**config.mk**
```make
export PLATFORM = sky130hd
export DESIGN_NAME = dc_motor_pwm_controller
export DESIGN_NICKNAME = d
export VERILOG_FILES = /design/src/rtl/dc_motor_pkg.sv /design/src/rtl/dc_motor_channel.sv /design/src/rtl/dc_motor_pwm_controller.sv
export SDC_FILE = /design/constraint.sdc
export NUM_CORES = 1
export LEC_CHECK = 0
export ABC_AREA = 1
export BUFFER_PORTS_ARGS = -buffer_cell sky130_fd_sc_hd__buf_4
export CORE_ASPECT_RATIO = 0.7
export CORE_MARGIN = 2
export CORE_UTILIZATION = 49
export DETAILED_ROUTE_END_ITERATION = 16
export PLACE_DENSITY = 0.7
export SETUP_SLACK_MARGIN = 0.5
export SLEW_MARGIN = 0
export SYNTH_ARGS = -nofsm -noshare
export SYNTH_HDL_FRONTEND = slang
export SYNTH_SLANG_ARGS = --single-unit
```
**constraint.sdc**
```tcl
create_clock -name clk -period 3.5 [get_ports clk]
set_input_delay 0.7 -clock clk [delete_from_list [all_inputs] [get_ports clk]]
set_output_delay 0.7 -clock clk [all_outputs]
set_load 0.02 [all_outputs]
```
**src/rtl/dc_motor_pkg.sv**
```systemverilog
// Shared encodings for the multi-channel H-bridge PWM motor driver.
// Build option: DC_MOTOR_RAMP_EN enables the soft-start duty ramp.
package dc_motor_pkg;

  // Requested channel mode, shared by the manual and coordinate request paths
  localparam logic [1:0] MODE_STOP  = 2'b00;
  localparam logic [1:0] MODE_FWD   = 2'b01;
  localparam logic [1:0] MODE_REV   = 2'b10;
  localparam logic [1:0] MODE_BRAKE = 2'b11;

  // Per-channel bridge state
  typedef enum logic [2:0] {
    ST_IDLE    = 3'd0,
    ST_RUN_FWD = 3'd1,
    ST_RUN_REV = 3'd2,
    ST_DEAD    = 3'd3,
    ST_BRAKE   = 3'd4
  } state_e;

  // All-ones duty; users slice the low PWM_W bits for 100% drive
  localparam logic [31:0] DUTY_FULL = '1;

endpackage

```
**src/rtl/dc_motor_channel.sv**
```systemverilog
// One H-bridge channel: mode FSM, reversal dead interval, duty ramp and
// registered bridge pins. The PWM counter is shared and comes from the top.
// Build option: DC_MOTOR_RAMP_EN selects stepped soft-start; otherwise the
// running duty jumps straight to the target.
module dc_motor_channel
  import dc_motor_pkg::*;
#(
  parameter int unsigned PWM_W    = 8,
  parameter int unsigned DEAD_CYC = 1000,
  parameter int unsigned RAMP_DIV = 256
) (
  input  logic             clk,
  input  logic             rst,
  input  logic [PWM_W-1:0] pwm_cnt,
  input  logic [1:0]       tgt_mode,
  input  logic [PWM_W-1:0] tgt_duty,
  output logic             pin1,
  output logic             pin2,
  output logic             busy
);

  localparam int unsigned      DEAD_W    = (DEAD_CYC > 1) ? $clog2(DEAD_CYC) : 1;
  localparam logic [DEAD_W-1:0] DEAD_LOAD = DEAD_W'(DEAD_CYC - 1);
  localparam logic [PWM_W-1:0]  FULL      = DUTY_FULL[PWM_W-1:0];

  state_e             state_q, state_d;
  logic [PWM_W-1:0]   cur_q, cur_d;
  logic [DEAD_W-1:0]  dead_q, dead_d;
  logic               pin1_q, pin1_d;
  logic               pin2_q, pin2_d;
  logic               busy_q, busy_d;
  logic               drive;

`ifdef DC_MOTOR_RAMP_EN
  localparam int unsigned       RAMP_W    = (RAMP_DIV > 1) ? $clog2(RAMP_DIV) : 1;
  localparam logic [RAMP_W-1:0] RAMP_LAST = RAMP_W'(RAMP_DIV - 1);
  logic [RAMP_W-1:0] ramp_q, ramp_d;
`endif

  // Next state, running duty, dead counter and ramp timer
  always_comb begin
    state_e dir_st;
    state_d = state_q;
    cur_d   = cur_q;
    dead_d  = dead_q;
    dir_st  = (tgt_mode == MODE_FWD) ? ST_RUN_FWD : ST_RUN_REV;
`ifdef DC_MOTOR_RAMP_EN
    ramp_d  = '0;
`endif
    case (tgt_mode)
      MODE_STOP: begin
        state_d = ST_IDLE;
        cur_d   = '0;
      end
      MODE_BRAKE: begin
        state_d = ST_BRAKE;
        cur_d   = '0;
      end
      default: begin
        case (state_q)
          // The count is not restarted by target changes; exit follows the
          // target direction current at expiry, even if it equals the old one.
          ST_DEAD: begin
            if (dead_q == '0) begin
              state_d = dir_st;
              cur_d   = '0;
            end else begin
              dead_d = dead_q - 1'b1;
            end
          end
          ST_IDLE, ST_BRAKE: begin
            state_d = dir_st;
            cur_d   = '0;
          end
          default: begin
            if (state_q == dir_st) begin
`ifdef DC_MOTOR_RAMP_EN
              if (ramp_q == RAMP_LAST) begin
                if (cur_q < tgt_duty) begin
                  cur_d = cur_q + 1'b1;
                end else if (cur_q > tgt_duty) begin
                  cur_d = cur_q - 1'b1;
                end
              end else begin
                ramp_d = ramp_q + 1'b1;
              end
`else
              cur_d = tgt_duty;
`endif
            end else begin
              state_d = ST_DEAD;
              cur_d   = '0;
              dead_d  = DEAD_LOAD;
            end
          end
        endcase
      end
    endcase
  end

  // Pin and busy decode from the present state and shared counter
  always_comb begin
    drive  = (cur_q == FULL) || (pwm_cnt < cur_q);
    pin1_d = 1'b0;
    pin2_d = 1'b0;
    case (state_q)
      ST_RUN_FWD: pin1_d = drive;
      ST_RUN_REV: pin2_d = drive;
      ST_BRAKE: begin
        pin1_d = 1'b1;
        pin2_d = 1'b1;
      end
      default: ;
    endcase
    busy_d = (state_q == ST_DEAD);
`ifdef DC_MOTOR_RAMP_EN
    if ((state_q == ST_RUN_FWD || state_q == ST_RUN_REV) && cur_q != tgt_duty) begin
      busy_d = 1'b1;
    end
`endif
  end

  // State and output registers
  always_ff @(posedge clk) begin
    if (rst) begin
      state_q <= ST_IDLE;
      cur_q   <= '0;
      dead_q  <= '0;
      pin1_q  <= 1'b0;
      pin2_q  <= 1'b0;
      busy_q  <= 1'b0;
`ifdef DC_MOTOR_RAMP_EN
      ramp_q  <= '0;
`endif
    end else begin
      state_q <= state_d;
      cur_q   <= cur_d;
      dead_q  <= dead_d;
      pin1_q  <= pin1_d;
      pin2_q  <= pin2_d;
      busy_q  <= busy_d;
`ifdef DC_MOTOR_RAMP_EN
      ramp_q  <= ramp_d;
`endif
    end
  end

  assign pin1 = pin1_q;
  assign pin2 = pin2_q;
  assign busy = busy_q;

endmodule

```
**src/rtl/dc_motor_pwm_controller.sv**
```systemverilog
// Multi-channel H-bridge PWM motor driver top: shared PWM counter,
// coordinate/manual request select and one dc_motor_channel per motor.
// Build option: DC_MOTOR_RAMP_EN enables the soft-start duty ramp.
module dc_motor_pwm_controller
  import dc_motor_pkg::*;
#(
  parameter int unsigned NUM_CH   = 2,
  parameter int unsigned PWM_W    = 8,
  parameter int unsigned DEAD_CYC = 1000,
  parameter int unsigned RAMP_DIV = 256
) (
  input  logic                    clk,
  input  logic                    rst,
  input  logic [NUM_CH-1:0]       cmd_valid,
  input  logic [2*NUM_CH-1:0]     cmd_mode,
  input  logic [PWM_W*NUM_CH-1:0] cmd_duty,
  input  logic [NUM_CH-1:0]       coord_enable,
  input  logic [2*NUM_CH-1:0]     coord_mode,
  input  logic [PWM_W*NUM_CH-1:0] coord_duty,
  output logic [NUM_CH-1:0]       motor_pin1,
  output logic [NUM_CH-1:0]       motor_pin2,
  output logic [NUM_CH-1:0]       busy
);

  logic [PWM_W-1:0]        pwm_cnt_q, pwm_cnt_d;
  logic [2*NUM_CH-1:0]     tgt_mode_q, tgt_mode_d;
  logic [PWM_W*NUM_CH-1:0] tgt_duty_q, tgt_duty_d;

  // Free-running PWM counter, wraps naturally at 2^PWM_W
  always_comb pwm_cnt_d = pwm_cnt_q + 1'b1;

  // Request select: the channels act on this cycle's selection, and the
  // held copy keeps the last target once coord_enable drops.
  always_comb begin
    tgt_mode_d = tgt_mode_q;
    tgt_duty_d = tgt_duty_q;
    for (int unsigned i = 0; i < NUM_CH; i++) begin
      if (coord_enable[i]) begin
        tgt_mode_d[2*i +: 2]         = coord_mode[2*i +: 2];
        tgt_duty_d[PWM_W*i +: PWM_W] = coord_duty[PWM_W*i +: PWM_W];
      end else if (cmd_valid[i]) begin
        tgt_mode_d[2*i +: 2]         = cmd_mode[2*i +: 2];
        tgt_duty_d[PWM_W*i +: PWM_W] = cmd_duty[PWM_W*i +: PWM_W];
      end
    end
  end

  // Counter and held-target registers
  always_ff @(posedge clk) begin
    if (rst) begin
      pwm_cnt_q  <= '0;
      tgt_mode_q <= {NUM_CH{MODE_STOP}};
      tgt_duty_q <= '0;
    end else begin
      pwm_cnt_q  <= pwm_cnt_d;
      tgt_mode_q <= tgt_mode_d;
      tgt_duty_q <= tgt_duty_d;
    end
  end

  for (genvar g = 0; g < NUM_CH; g++) begin : g_ch
    dc_motor_channel #(
      .PWM_W   (PWM_W),
      .DEAD_CYC(DEAD_CYC),
      .RAMP_DIV(RAMP_DIV)
    ) u_ch (
      .clk     (clk),
      .rst     (rst),
      .pwm_cnt (pwm_cnt_q),
      .tgt_mode(tgt_mode_d[2*g +: 2]),
      .tgt_duty(tgt_duty_d[PWM_W*g +: PWM_W]),
      .pin1    (motor_pin1[g]),
      .pin2    (motor_pin2[g]),
      .busy    (busy[g])
    );
  end

endmodule
```
# ---- Yosys cells after proc, flatten, opt, wreduce, memory -nomap -nowiden
# Index checks and enable logic that the tools add are counted.
dict set report classes {
  add_sub_neg 3
  n_lt_le_gt_ge 2
  n_eq_ne 26
  mux 34
  bitwise 4
  n_reduce_logical 18
}
# cell count
set ops {}
lappend ops {{$mux 8} 8}
lappend ops {{$mux 10} 4}
lappend ops {{$pmux 10 s2} 2}
lappend ops {{$pmux 8 s2} 2}
lappend ops {{$pmux 3 s2} 4}
lappend ops {{$logic_not 10->1} 2}
lappend ops {{$sub 10x1->10 const B} 2}
lappend ops {{$eq 8x8->1 const B} 2}
lappend ops {{$lt 8x8->1} 2}
lappend ops {{$eq 3x2->1 const B} 4}
lappend ops {{$mux 2} 6}
lappend ops {{$mux 3} 4}
lappend ops {{$ne 5x4->1 const B} 2}
lappend ops {{$add 8x1->8 const B} 1}
lappend ops {{$ne 2x2->1 const B} 4}
lappend ops {{$ne 4x4->1 const B} 2}
lappend ops {{$pmux 1 s2} 4}
lappend ops {{$reduce_and 4->1} 2}
lappend ops {{$reduce_or 2->1} 4}
lappend ops {{$eq 3x1->1 const B} 2}
lappend ops {{$eq 3x3->1} 2}
lappend ops {{$eq 3x3->1 const B} 2}
lappend ops {{$logic_not 3->1} 2}
lappend ops {{$reduce_or 3->1} 2}
lappend ops {{other kinds (7)} 16}
dict set report word_totals {
  ff_bits 76
  input_bits 46
  out_inout_bits 6
  wordCells 102
}

# ---- Depth between registers and ports, before layout
# Gate-level depths: netlist of run 1.
dict set report logic_depth {
  depth_word 8
  mapped_depth 14
  ltp_nobuf 13
}

# ---- Cells and area by module
# Synthesis of run 1 repeated with hierarchy kept, for this count alone.
dict set report hier_totals {
  cells_unflattened 646
  hier_area_um2 4516.8
}
# module instances cells_each area_each_um2 seq_area_each_um2
set by_module_without_submodules {}
lappend by_module_without_submodules {dc_motor_channel 2 224 1496.4 480.5}
lappend by_module_without_submodules {dc_motor_pwm_controller 1 198 1524.0 560.5}

# ---- Worst setup path before layout of run 1
# OpenSTA, ideal clock, no wires.
dict set report synth_path {
  path_kind {input to register}
  start {input port cmd_valid[0]}
  end {register g_ch[0].u_ch.dead_q[0]}
  setup_time_ns 0.113
  arrival_time_ns 2.453
  required_time_ns 3.387
  setup_slack_ns 0.934
  path_stages 13
  path_cell_list {clkbuf_1 > or2_2 > o211ai_1 > o21ai_0 > ha_1 > inv_1 > nand4_1 > o21ai_4 > inv_2 > nand2_4 > nand2_4 > o21ai_1 > nor2_1}
}
dict set report synth_via {
  elab_chain_len 7
}
# item line_no
set synth_lines {}
lappend synth_lines {{from (decl)} dc_motor_pwm_controller.sv:14} ;# input logic [NUM_CH-1:0] cmd_valid,
lappend synth_lines {{$mux 2 *} dc_motor_pwm_controller.sv:41} ;# end else if (cmd_valid[i]) begin
lappend synth_lines {{$mux 2 *} dc_motor_pwm_controller.sv:38} ;# if (coord_enable[i]) begin
lappend synth_lines {{via g_ch[0].u_ch.tgt_mode[0]} dc_motor_channel.sv:15} ;# input logic [1:0] tgt_mode,
lappend synth_lines {{$eq 2x1->1} dc_motor_channel.sv:46} ;# dir_st = (tgt_mode == MODE_FWD) ? ST_RUN_FWD : ST_RUN_REV;
lappend synth_lines {{$mux 2} dc_motor_channel.sv:46}
lappend synth_lines {{$eq 3x3->1} dc_motor_channel.sv:76} ;# if (state_q == dir_st) begin
lappend synth_lines {{$ne 2x1->1 (no source line)} n/a}
lappend synth_lines {{$reduce_and 4->1 (no source line) *} n/a}
lappend synth_lines {{to (signal assigned)} dc_motor_channel.sv:128} ;# dead_q <= '0;
lappend synth_lines {{to (signal assigned)} dc_motor_channel.sv:138} ;# dead_q <= dead_d;
lappend synth_lines {{to (decl)} dc_motor_channel.sv:28} ;# logic [DEAD_W-1:0] dead_q, dead_d;
# The timed path passes the listed nets; every way through them passes the cells marked *.
# A chain may end at the register's enable or synchronous reset.

# ---- Worst setup path after layout of run 1
dict set report layout_path {
  start {input port coord_enable[0]}
  end {register g_ch[0].u_ch.dead_q[3]}
}
dict set report layout_via {
  elab_chain_len 6
}
# item line_no
set layout_lines {}
lappend layout_lines {{from (decl)} dc_motor_pwm_controller.sv:17} ;# input logic [NUM_CH-1:0] coord_enable,
lappend layout_lines {{$mux 2 *} dc_motor_pwm_controller.sv:38}
lappend layout_lines {{via g_ch[0].u_ch.tgt_mode[1]} dc_motor_channel.sv:15}
lappend layout_lines {{$eq 2x1->1} dc_motor_channel.sv:46}
lappend layout_lines {{$mux 2} dc_motor_channel.sv:46}
lappend layout_lines {{$eq 3x3->1} dc_motor_channel.sv:76}
lappend layout_lines {{$ne 2x1->1 (no source line)} n/a}
lappend layout_lines {{$reduce_and 4->1 (no source line) *} n/a}
# Marks and branches as above.

==> summary.md, run 1 <==
| Metric | Value |
|---|---|
| WL met1 | `between 4 and 5 mm` |
| Main synth FF type | `dfxtp_1` |
| Crit. End Element | `flip-flop` |
| Nets | `between 700 and 800` |
| Peak VDD IR | `0.324 mV` |
| Vias in the first global route | `roughly 3.4k` |
| Data arrival, critical path | `about 2.8 ns` |
| Overall power | `0.00248 W` |
| Sum of negative setup slack | `0 ns` |
| Die width | `116 um` |
| IO Port Bufs | `51` |
| Metal3 WL | `436 um` |
| FMAX | `about 390 MHz` |
| Hold Slack | `between 0.4 and 0.5 ns` |
| Setup bufs post-CTS | `0` |
| TritonCTS clock tree | `done` |
| Detail Route Antenna Nets | `0` |
| CTS sink cnt | `76` |
| Vias/cell | `4.89` |
| GRT Total Usage | `0.201` |
| R2R Path Start | `tgt_mode_q[0]` |
| Clock Latency Late Sink | `0.33 ns` |
| Diode count | `0` |
| Relative slew slack | `0.633` |
| Hold Buf Count CTS | `0` |
| Power per standard cell area | `~500 nW/um2` |
| Root Driver | `clkbuf_16` |
| Yosys top cell by area | `dfxtp_1` |
| CP startpoint | `coord_enable[0]` |
| Die ar. | `9490 um2` |
| Netlist cell types | `31` |
| First-pass GRT wire length | `roughly 15 mm` |
| Mapped Area | `4270 um2` |
| Longest Clk Path Bufs | `2` |
| Seq/Total Area, Yosys | `0.356` |
| Final GP Congestion | `0.880` |
| Data required time of the worst path | `3.69 ns` |
| CTS clock-pin slew for the worst setup and hold paths | `0.06 ns` |
| Residual DRC | `0` |
| Area of the core | `8440 um2` |
| Overflow after GRT | `0` |
| Drt initial violations | `181` |
| I/O pin total | `52` |
| Final setup fails | `0` |
| HP Class | `flip-flop to flip-flop` |
| DR top layer | `met4` |
| Worst Path Max Fanout | `20` |
| Hpwl dp | `6.64 mm` |
| Post-layout minimum cycle time | `between 2 and 3 ns` |
| FILL cells | `just under 800` |
| Syn Area/Cell | `6.93 um2` |
| Clk_skew | `0.00459 ns` |
| Synth area leaders | `dfxtp_1 (36%), nand2_1 (11%), inv_1 (7.9%)` |
| # rows | `28` |
| Drt wl/cell | `11.6 um` |
| Post-synthesis to final-layout area growth | `17.0%` |
| #FFs+latches synth | `between 70 and 80` |
| Largest net degree at the start of global routing | `52` |
| Initial Util | `0.506` |
| Final Util | `0.592` |
| Post-synth top area share | `0.356` |
| Via count | `3836` |
| HP Start | `g_ch[0].u_ch.cur_q[4]` |
| Number of flops mapped to enable cells by yosys | `0` |
| Critical Path Source Type | `input port` |
| CP Class | `input port to flip-flop` |
| RSZ-0062 raised after global routing | `false` |
| Endpoints failing hold | `0` |
| Share of cells above drive strength 1 | `0.176` |
| Leak pwr | `2.26 nW` |
| Post_cts resized | `0` |
| Die span in y | `82.1 um` |
| Final Max Slew Viols | `0` |
| WL final | `roughly 9.1 mm` |
| Drt first pass iters | `4` |
| Worst-Margin Slew | `roughly 0.55 ns` |
| Mapped Cells | `a little over 600` |
| Final Cycle Share | `0.735` |
| Initial antenna violation count | `0` |
| Status | `completed` |
| Synth warnings | `0` |
| Async set-reset flop share out of synthesis | `0` |
| Met2 Wirelength | `approximately 4.1 mm` |
| H-tree depth | `3` |
| Clock buffer count from CTS | `9` |
| Max-Cap Viols | `0` |
| Synth Net Count | `687` |
## cells in the final DEF, fill, tap and decap left out, drive strengths merged, types with 11 or more instances in the layout
master  Yosys  final
nand2     130    130
inv       103    103
dfxtp      76     76
nor2       74     74
buf         8     52
a21oi      45     45
o21ai      38     38
nand3      32     32
ha         25     25
o211ai     21     21
or2        20     20
clkbuf     11     11
## path summary, 6_finish.rpt
| kind | cells past startpoint | slack, ns | endpoint |
|---|---|---|---|
| max reg2reg | 12 | 1.24 | g_ch[0].u_ch.dead_q[3] |
| min reg2reg | 2 | 0.46 | g_ch[0].u_ch.cur_q[4] |
| max | 14 | 0.93 | g_ch[0].u_ch.dead_q[3] |
| min | 2 | 0.46 | g_ch[0].u_ch.cur_q[4] |
## synth_stat cells, types with 2 or more instances
master	instances
a21oi_1	45
nand3b_1	5
or2_2	20
nor2_2	3
clkbuf_1	11
xnor2_1	4
nor4_1	2
o21ai_1	6
dfxtp_1	76
nand3_2	5
nand4_1	5
nor2_4	2
o211ai_1	21
nand2_1	127
clkinv_1	2
nor3_1	9
o21ai_0	29
inv_1	90
o21ai_2	2
nand3_1	26
xor2_1	4
inv_2	13
buf_4	7
nor2_1	69
ha_1	25
nand2_4	3
## area by class of cell
class | instances | area, um2 | area share
flip-flops and latches | 76 | 1520 | 0.305
well taps | 120 | 150 | 0.0301
inverters | 105 | 394 | 0.0789
clock inverters | 5 | 52.6 | 0.0105
clock buffers | 11 | 233 | 0.0466
repair buffers | 52 | 390 | 0.0781
multi-input cells | 416 | 2250 | 0.451
## stage by stage
| step | std cells | area (um2) | worst slack, ns |
|---|---|---|---|
| 2_1_floorplan | 616 | 4270 | 0.934 |
| 3_3_place_gp | 769 | 4710 | 0.728 |
| 3_5_place_dp | 769 | 4710 | 0.580 |
| 4_1_cts | 785 | 5000 | 0.930 |
| 5_1_grt | 785 | 5000 | 0.696 |
| 6_report | 785 | 5000 | 0.927 |
## critical path, stage by stage
cell,delay [ns]
buf_4,0.10
inv_1,0.32
o211ai_1,0.15
o21ai_0,0.13
inv_1,0.12
ha_1,0.21
inv_1,0.15
nand4_1,0.20
o21ai_4,0.17
inv_2,0.10
nand2_4,0.13
nand2_4,0.11
nand2_1,0.09
a21oi_1,0.08
## state kept, by name, summed over array words and instances (netlist names)
name / count
pwm_cnt_q: 8
g_ch.u_ch.busy: 2
g_ch.u_ch.pin1: 2
g_ch.u_ch.cur_q: 16
tgt_duty_q: 16
g_ch.u_ch.state_q: 6
g_ch.u_ch.pin2: 2
tgt_mode_q: 4
g_ch.u_ch.dead_q: 20
## routing by layer
layer | GRT usage | up-vias
met3 | 0.0511 | 7
met4 | 0.0759 | 0
met5 | 0 | -
li1 | - | 2040
met2 | 0.333 | 89
met1 | 0.256 | 1700
## kinds of logic after synthesis
family | synth area share
AOI/OAI and AO/OA | 0.140
adders and majority gates | 0.0733
DFF | 0.356
and+or+nand+nor | 0.298
buffers and inverters | 0.115
xor gates and xnor gates | 0.0164
## power breakdown
part	leakage (nW)	total, W	internal, W	switching (W)
sequential	0.621	0.000984	0.000932	0.0000520
combinational	1.50	0.000601	0.000235	0.000365
clock	0.139	0.000899	0.000548	0.000350
total	2.26	0.00248	0.00172	0.000768
(Power assumes the default switching activity.)
==> inputs of run 2 (changes only) <==
clock period = 2.4 ns   (was 3.5 ns; I/O delays follow)
==> run 2 against run 1 <==
Critical path depth decreased by 1. Final area is 7.2% higher. Sequential share of layout area down 2.0 points. Die area did not move. Worst hold slack lost 0.0091 ns. Clock-buffer cell count down 2. First-iteration DRC count is 17% higher. Via count is 4.4% higher. Final cell count grew 2.0%. Routed wire length grew 5.9%. Clock power increased by 72%. Largest cell class unchanged.
==> summary.md, run 2 (synthesized netlist as in run 1, its figures left out) <==
| Metric | Value |
|---|---|
| Crit-path cells | `or2_4, o211ai_1, o21ai_1, inv_2, ha_4, inv_4, buf_4, o21ai_4, inv_4, nand2_8, nand2_4, nand2_1, a21oi_1` |
| Hpwl dp | `6.66 mm (+0.30%)` |
| Initial Util | `0.506 (unchanged)` |
| # rows | `28 (unchanged)` |
| Die span in y | `82.1 um (unchanged)` |
| Root Driver | `clkbuf_16` |
| Overall power | `0.00401 W (+61%)` |
| Residual DRC | `0 (unchanged)` |
| Most frequent cells in the layout | `nand2_1 (124), inv_1 (86), dfxtp_1 (76)` |
| Share of power burned in registers | `0.359 (-0.037)` |
| TritonCTS clock tree | `done` |
| Area of the core | `8440 um2 (unchanged)` |
| CTS sink cnt | `76 (unchanged)` |
| Internal Power | `0.00278 W (+62%)` |
| Top cell by count, worst path | `inv_4` |
| Vias in the first global route | `3615 (+7.0%)` |
| Data required time of the worst path | `2.61 ns (-1.08 ns)` |
| Overflow after GRT | `0 (unchanged)` |
| Critical Path Source Type | `flip-flop` |
| Crit. End Element | `flip-flop` |
| Post-layout minimum cycle time | `around 1.9 ns` |
| Drt initial violations | `212 (+17%)` |
| RSZ-0062 raised after global routing | `true` |
| FILL cells | `748 (-5.6%)` |
| Data arrival, critical path | `2.09 ns (-0.67 ns)` |
| Max-Cap Viols | `0 (unchanged)` |
| Clock buffer count from CTS | `9 (unchanged)` |
| Net Sw Frac | `0.305 (-0.00417)` |
| Most flops, register | `g_ch.u_ch.dead_q` |
| Final GP Congestion | `0.861 (-2.1%)` |
| Diode count | `0 (unchanged)` |
| Power per standard cell area | `748 nW/um2 (+51%)` |
| Clock share of power | `0.386 (+0.024)` |
| Hold Buf Count CTS | `0 (unchanged)` |
| Hold Slack | `0.450 ns (-0.00910 ns)` |
| Die width | `116 um (unchanged)` |
| CP Class | `flip-flop to flip-flop` |
| I/O pin total | `52 (unchanged)` |
| Clock Latency Late Sink | `0.33 ns (about the same)` |
| RR Endpoint | `g_ch[0].u_ch.dead_q[7]` |
| Most common cell after layout, fill and taps aside | `nand2_1` |
| H-tree depth | `3 (unchanged)` |
| Max reg flops | `20 (unchanged)` |
| Via count | `4003 (+4.4%)` |
| Initial antenna violation count | `0 (unchanged)` |
| Worst-Margin Slew | `0.374 ns (-0.176 ns)` |
| CTS clock-pin slew for the worst setup and hold paths | `0.06 ns (about the same)` |
| Worst Path Max Fanout | `6 (-70%)` |
| Detail Route Antenna Nets | `0 (unchanged)` |
| Final Max Slew Viols | `0 (unchanged)` |
| CP peak stage delay | `0.29 ns (-0.03 ns)` |
| Nets | `747 (+2.2%)` |
| IO Port Bufs | `51 (unchanged)` |
| Drt wl/cell | `12.0 um (+3.8%)` |
| Worst reg-to-reg setup slack | `0.52 ns (-0.72 ns)` |
| R2R cell count | `13 (+1)` |
| Share of cells above drive strength 1 | `0.226 (+0.0502)` |
| Sum of negative setup slack | `0 ns (unchanged)` |
| Clk_skew | `0.00543 ns (+0.000838 ns)` |
| Relative slew slack | `0.751 (+0.117)` |
| HP Start | `rst` |
| P_sw | `0.00122 W (+59%)` |
| Hold Path Depth | `2 (unchanged)` |
| GRT Total Usage | `0.209 (+0.00726)` |
| FMAX | `532 MHz` |
| Largest registers | `g_ch.u_ch.dead_q (20), g_ch.u_ch.cur_q (16), tgt_duty_q (16)` |
| WL final | `9.65 mm (+5.9%)` |
| Drt first pass iters | `5 (+1)` |
| CP max stage cell | `dfxtp_1` |
| Largest net degree at the start of global routing | `36 (-31%)` |
| Vias/cell | `5.00 (+2.3%)` |
| R2R Path Start | `tgt_mode_q[1]` |
| Final Cycle Share | `0.784` |
| Status | `completed` |
| Leak pwr | `2.36 nW (+4.3%)` |
| Final setup fails | `0 (unchanged)` |
| End of the worst hold path | `g_ch[1].u_ch.dead_q[2]` |
| Longest Clk Path Bufs | `2 (unchanged)` |
| Endpoints failing hold | `0 (unchanged)` |
| Die ar. | `9490 um2 (unchanged)` |
| HP Class | `input port to flip-flop` |
| Combinational share of power | `0.255 (+0.013)` |
| First-pass GRT wire length | `15.9 mm (+5.0%)` |
| Peak VDD IR | `0.522 mV (+61%)` |
| Post-synthesis to final-layout area growth | `25.4%` |
## run 2: cell count changes in the layout (fill, tap and decap cells not counted), moves of 3 or more
cell / before / now
buf_6: 0 / 3
or2_4: 0 / 4
clkinvlp_4: 1 / 4
ha_4: 0 / 4
buf_4: 52 / 61
ha_1: 25 / 21
nand2_2: 0 / 4
nand2_1: 127 / 124
or2_2: 20 / 16
inv_1: 90 / 86
## run 2: timing repair
action / CTS / global route
pin swaps: 4 / 13
endpoints found under the setup margin: 11 / 41
gates cloned: 2 / 2
setup buffers: 6 / 3
gates resized for setup: 10 / 24
## run 2: how the worst max path moves through the flow
stage / start / endpoint / slack [ns] / depth (start not counted)
detailed placement: coord_enable[0] / g_ch[0].u_ch.dead_q[0] / 0.07 / 14
CTS: tgt_mode_q[0] / g_ch[0].u_ch.dead_q[0] / 0.50 / 12
finish: tgt_mode_q[1] / g_ch[0].u_ch.dead_q[7] / 0.52 / 13
floorplan: cmd_valid[0] / g_ch[0].u_ch.dead_q[0] / 0.27 / 13
global placement: coord_enable[0] / g_ch[0].u_ch.dead_q[0] / 0.15 / 14
global route: tgt_mode_q[1] / g_ch[0].u_ch.dead_q[1] / 0.41 / 13
## run 2: critical path: cells and delay by family, from the launching register on
kind,cells,cell delay [ns]
AND/OR/NAND/NOR,4,0.49
adder cells (fa/ha/maj),1,0.16
buffers and inverters,4,0.38
AO/OA/AOI/OAI,4,0.44
flip-flops,1,0.29
## run 2: layer usage
metal / global-route usage / wire length [um] / up-vias
met3: 0.0628 / 689 / 6
li1: - / - / 2082
met1: 0.273 / 4600 / 1774
met5: 0 / 0 / -
met2: 0.344 / 4300 / 141
met4: 0.0434 / 55 / 0
## run 2: layout make-up
cell class | instances | area, um2 | area share
tap | 120 | 150 | 0.0280
clock inverter | 7 | 115 | 0.0215
multi-input combinational | 420 | 2440 | 0.456
inverter | 105 | 407 | 0.0760
sequential | 76 | 1520 | 0.284
timing repair buffer | 64 | 492 | 0.0918
clock buffer | 9 | 225 | 0.0421
## run 2: through the flow
stage / utilization / instances / instance area, um2 / worst slack [ns]
2_1_floorplan: - / 616 / 4310 / 0.267
3_3_place_gp: 0.562 / 772 / 4750 / 0.153
3_5_place_dp: 0.562 / 772 / 4750 / 0.0666
4_1_cts: 0.615 / 796 / 5190 / 0.503
5_1_grt: 0.634 / 801 / 5350 / 0.413
6_report: 0.634 / 801 / 5350 / 0.519
## run 2: power groups by stage
stage               Sequential, W  Combinational (W)  Clock, W
CTS                       0.00143           0.000932   0.00157
floorplan                 0.00144           0.000685         0
detailed placement        0.00146           0.000880         0
global route              0.00145            0.00115   0.00162
finish                    0.00144            0.00102   0.00155
global placement          0.00146           0.000857         0
==> inputs of run 3 (changes only) <==
ABC_AREA = 0   (was 1)
PLACE_DENSITY = 0.73   (was 0.7)
clock period = 1.7 ns   (was 2.4 ns; I/O delays follow)
==> run 3 against run 2 <==
The flow now finishes with violations (negative setup slack). Global-route usage rose by 4.5 points. Final cell count shrank 16%. Clock power up 35%. Critical path depth stayed put. Via count fell by 8.7%. Final area is 7.1% higher.
==> summary.md, run 3 <==
| Metric | Value |
|---|---|
| Seq/Total Area, Yosys | `0.393 (+0.0369)` |
| Final worst setup slack | `-0.354 ns (-0.873 ns)` |
| Most flops, register | `g_ch.u_ch.dead_q` |
| Clock Latency Late Sink | `0.34 ns (about the same)` |
| Clock buffer count from CTS | `9 (unchanged)` |
| Final Max Slew Viols | `0 (unchanged)` |
| Synth Net Count | `520 (-24%)` |
| Critical Path Source Type | `flip-flop` |
| H-tree depth | `3 (unchanged)` |
| Largest net degree at the start of global routing | `31 (-14%)` |
| Post-synthesis to final-layout area growth | `48.2%` |
| FILL cells | `513 (-31%)` |
| Root Driver | `clkbuf_16` |
| P_sw | `0.00149 W (+22%)` |
| Data required time of the worst path | `1.97 ns (-0.64 ns)` |
| Drt first pass iters | `4 (-1)` |
| CP delay by family, top | `buffers and inverters` |
| Failing checks | `negative setup slack` |
| Hold Buf Count CTS | `0 (unchanged)` |
| WL final | `10.8 mm (+12%)` |
| Final setup fails | `40 (+40)` |
| FMAX | `487 MHz (-8.4%)` |
| First-pass GRT wire length | `17.3 mm (+8.7%)` |
| Hpwl dp | `6.67 mm (+0.13%)` |
| Via count | `3655 (-8.7%)` |
| Area of the multi-input gates | `2610 um2 (+7.0%)` |
| Most frequent cells after synthesis | `dfxtp_1 (76), nor2_1 (54), a21oi_1 (29), inv_1 (26), ha_1 (25)` |
| Max reg flops | `20 (unchanged)` |
| Mapped Cells | `449 (-27%)` |
| HP Class | `input port to flip-flop` |
| Crit. End Element | `flip-flop` |
| CP Class | `flip-flop to flip-flop` |
| Reg area | `1540 um2 (+1.2%)` |
| Syn Area/Cell | `8.62 um2 (+24%)` |
| Diode count | `0 (unchanged)` |
| TritonCTS clock tree | `done` |
| Power per standard cell area | `946 nW/um2 (+26%)` |
| Net Sw Frac | `0.275 (-0.0298)` |
| Drt initial violations | `136 (-36%)` |
| Main synth FF type | `dfxtp_1` |
| Synth area leaders | `dfxtp_1 (39%), ha_1 (8.1%), nor2_1 (5.2%)` |
| Clk_skew | `0.00540 ns (-0.0000333 ns)` |
| Worst Path Buf+Inv | `4 (unchanged)` |
| Hold Slack | `0.256 ns (-0.194 ns)` |
| Initial antenna violation count | `0 (unchanged)` |
| Longest Clk Path Bufs | `2 (unchanged)` |
| Worst Path Max Fanout | `6 (unchanged)` |
| GRT Total Usage | `0.254 (+0.0454)` |
| Async set-reset flop share out of synthesis | `0 (unchanged)` |
| Combinational share of power | `0.250 (-0.005)` |
| Vias in the first global route | `3699 (+2.3%)` |
| Detail Route Antenna Nets | `0 (unchanged)` |
| Data arrival, critical path | `2.32 ns (+0.23 ns)` |
| Leak pwr | `2.33 nW (-1.2%)` |
| Post-synth top area share | `0.393 (+0.0369)` |
| Final GP Congestion | `0.845 (-1.9%)` |
| Most common cell after layout, fill and taps aside | `buf_4` |
| Place WS | `-0.469 ns (-0.536 ns)` |
| Drt wl/cell | `16.1 um (+34%)` |
| Worst-Margin Slew | `0.395 ns (+0.0212 ns)` |
| Relative slew slack | `0.734 (-0.0169)` |
| IO Port Bufs | `51 (unchanged)` |
| Largest registers | `g_ch.u_ch.dead_q (20), g_ch.u_ch.cur_q (16), tgt_duty_q (16)` |
| Status | `finished, violations left` |
| Share of power burned in registers | `0.362 (+0.003)` |
| Mapped Area | `3870 um2 (-9.4%)` |
| #FFs+latches synth | `76 (unchanged)` |
| Yosys top cell by area | `dfxtp_1` |
| Clock share of power | `0.387 (about the same)` |
| Final Cycle Share | `1.21 (+0.425)` |
| Nets | `635 (-15%)` |
| Vias/cell | `5.46 (+9.3%)` |
| Initial Util | `0.498 (-0.00772)` |
| Most frequent cell after synthesis | `dfxtp_1` |
| Top cell by count, worst path | `nor2_1` |
| Internal Power | `0.00393 W (+41%)` |
| Netlist cell types | `54 (+74%)` |
| Residual DRC | `0 (unchanged)` |
| Die span in y | `78.3 um (-4.6%)` |
| Number of flops mapped to enable cells by yosys | `0 (unchanged)` |
| CTS clock-pin slew for the worst setup and hold paths | `0.06 ns (about the same)` |
| Area of the core | `7770 um2 (-8.0%)` |
| Crit-path cells | `mux2i_1, nor2_1, a21oi_2, inv_2, ha_4, buf_4, buf_6, nor2_1, nand2_1, a21oi_4, buf_6, a22oi_2, nor2_1` |
| Overflow after GRT | `0 (unchanged)` |
| Die width | `110 um (-4.6%)` |
| Endpoints failing hold | `0 (unchanged)` |
| RSZ-0062 raised after global routing | `true` |
| # rows | `27 (-3.6%)` |
| Peak VDD IR | `0.781 mV (+50%)` |
| Most frequent cells in the layout | `buf_4 (121), dfxtp_1 (63), nor2_1 (50)` |
| Post-layout minimum cycle time | `2.05 ns (+0.173 ns)` |
| CTS sink cnt | `76 (unchanged)` |
| Max-Cap Viols | `0 (unchanged)` |
| Synth warnings | `0 (unchanged)` |
| Share of cells above drive strength 1 | `0.424 (+0.198)` |
| CP max stage cell | `dfxtp_1` |
| I/O pin total | `52 (unchanged)` |
| Sum of negative setup slack | `-9.43 ns (-9.43 ns)` |
| Die ar. | `8630 um2 (-9.0%)` |
| CP peak stage delay | `0.30 ns (about the same)` |
-- run 3: per-stage QoR --
stage | total power (W) | area [um2] | utilization | cells
after floorplan | 0.00263 | 4070 | - | 449
after global placement | 0.00299 | 4860 | 0.626 | 635
after detailed placement | 0.00303 | 4860 | 0.626 | 635
after CTS | 0.00529 | 5530 | 0.712 | 664
after global routing | 0.00562 | 5730 | 0.738 | 669
final | 0.00542 | 5730 | 0.738 | 669
-- run 3: routing by layer --
metal | up-vias | wire (um) | global-route usage
met5 | - | 0 | 0
met4 | 0 | 304 | 0.0963
met3 | 32 | 358 | 0.0556
met2 | 71 | 5430 | 0.425
met1 | 1744 | 4690 | 0.319
li1 | 1808 | - | -
-- run 3: what timing repair did --
action,4_1_cts,5_1_grt
buffers inserted,14,5
resized for setup,48,46
endpoints found under the setup margin,46,51
pin swaps,32,45
-- run 3: cell type report --
cell class / instances / share of cell area
clock buffer: 11 / 0.0441
clock inverter: 4 / 0.0127
inverter: 26 / 0.0170
multi-input combinational: 320 / 0.456
sequential: 76 / 0.269
tap: 101 / 0.0220
timing repair buffer: 131 / 0.180
-- run 3: kinds of logic after synthesis --
group           count (synthesis)  share of synthesized area
compound gates                 98                      0.156
xor+xnor                       19                     0.0430
fa+ha+maj                      25                     0.0809
buf+inv                        53                     0.0602
flops                          76                      0.393
mux                            21                     0.0547
simple gates                  157                      0.212
-- run 3: tightest hold or removal path, cell delays in order --
cell and delay (ns):
buf_4 0.08, a21oi_1 0.07, nor2_1 0.07
-- run 3: worst paths after layout --
check	startpoint	to	slack (ns)	cells after the start
setup / recovery	tgt_mode_q[2]	g_ch[1].u_ch.cur_q[1]	-0.35	13
hold / removal	coord_duty[5]	tgt_duty_q[5]	0.26	3
setup reg to reg	tgt_mode_q[2]	g_ch[1].u_ch.cur_q[1]	-0.35	13
hold reg to reg	g_ch[0].u_ch.cur_q[5]	g_ch[0].u_ch.cur_q[5]	0.47	2
-- run 3: power groups by stage --
stage | sequential, W | clock, W | combinational, W
after floorplan | 0.00199 | 0 | 0.000637
after global placement | 0.00198 | 0 | 0.00101
after detailed placement | 0.00199 | 0 | 0.00104
after CTS | 0.00196 | 0.00210 | 0.00123
after global routing | 0.00198 | 0.00219 | 0.00145
final | 0.00196 | 0.00210 | 0.00136
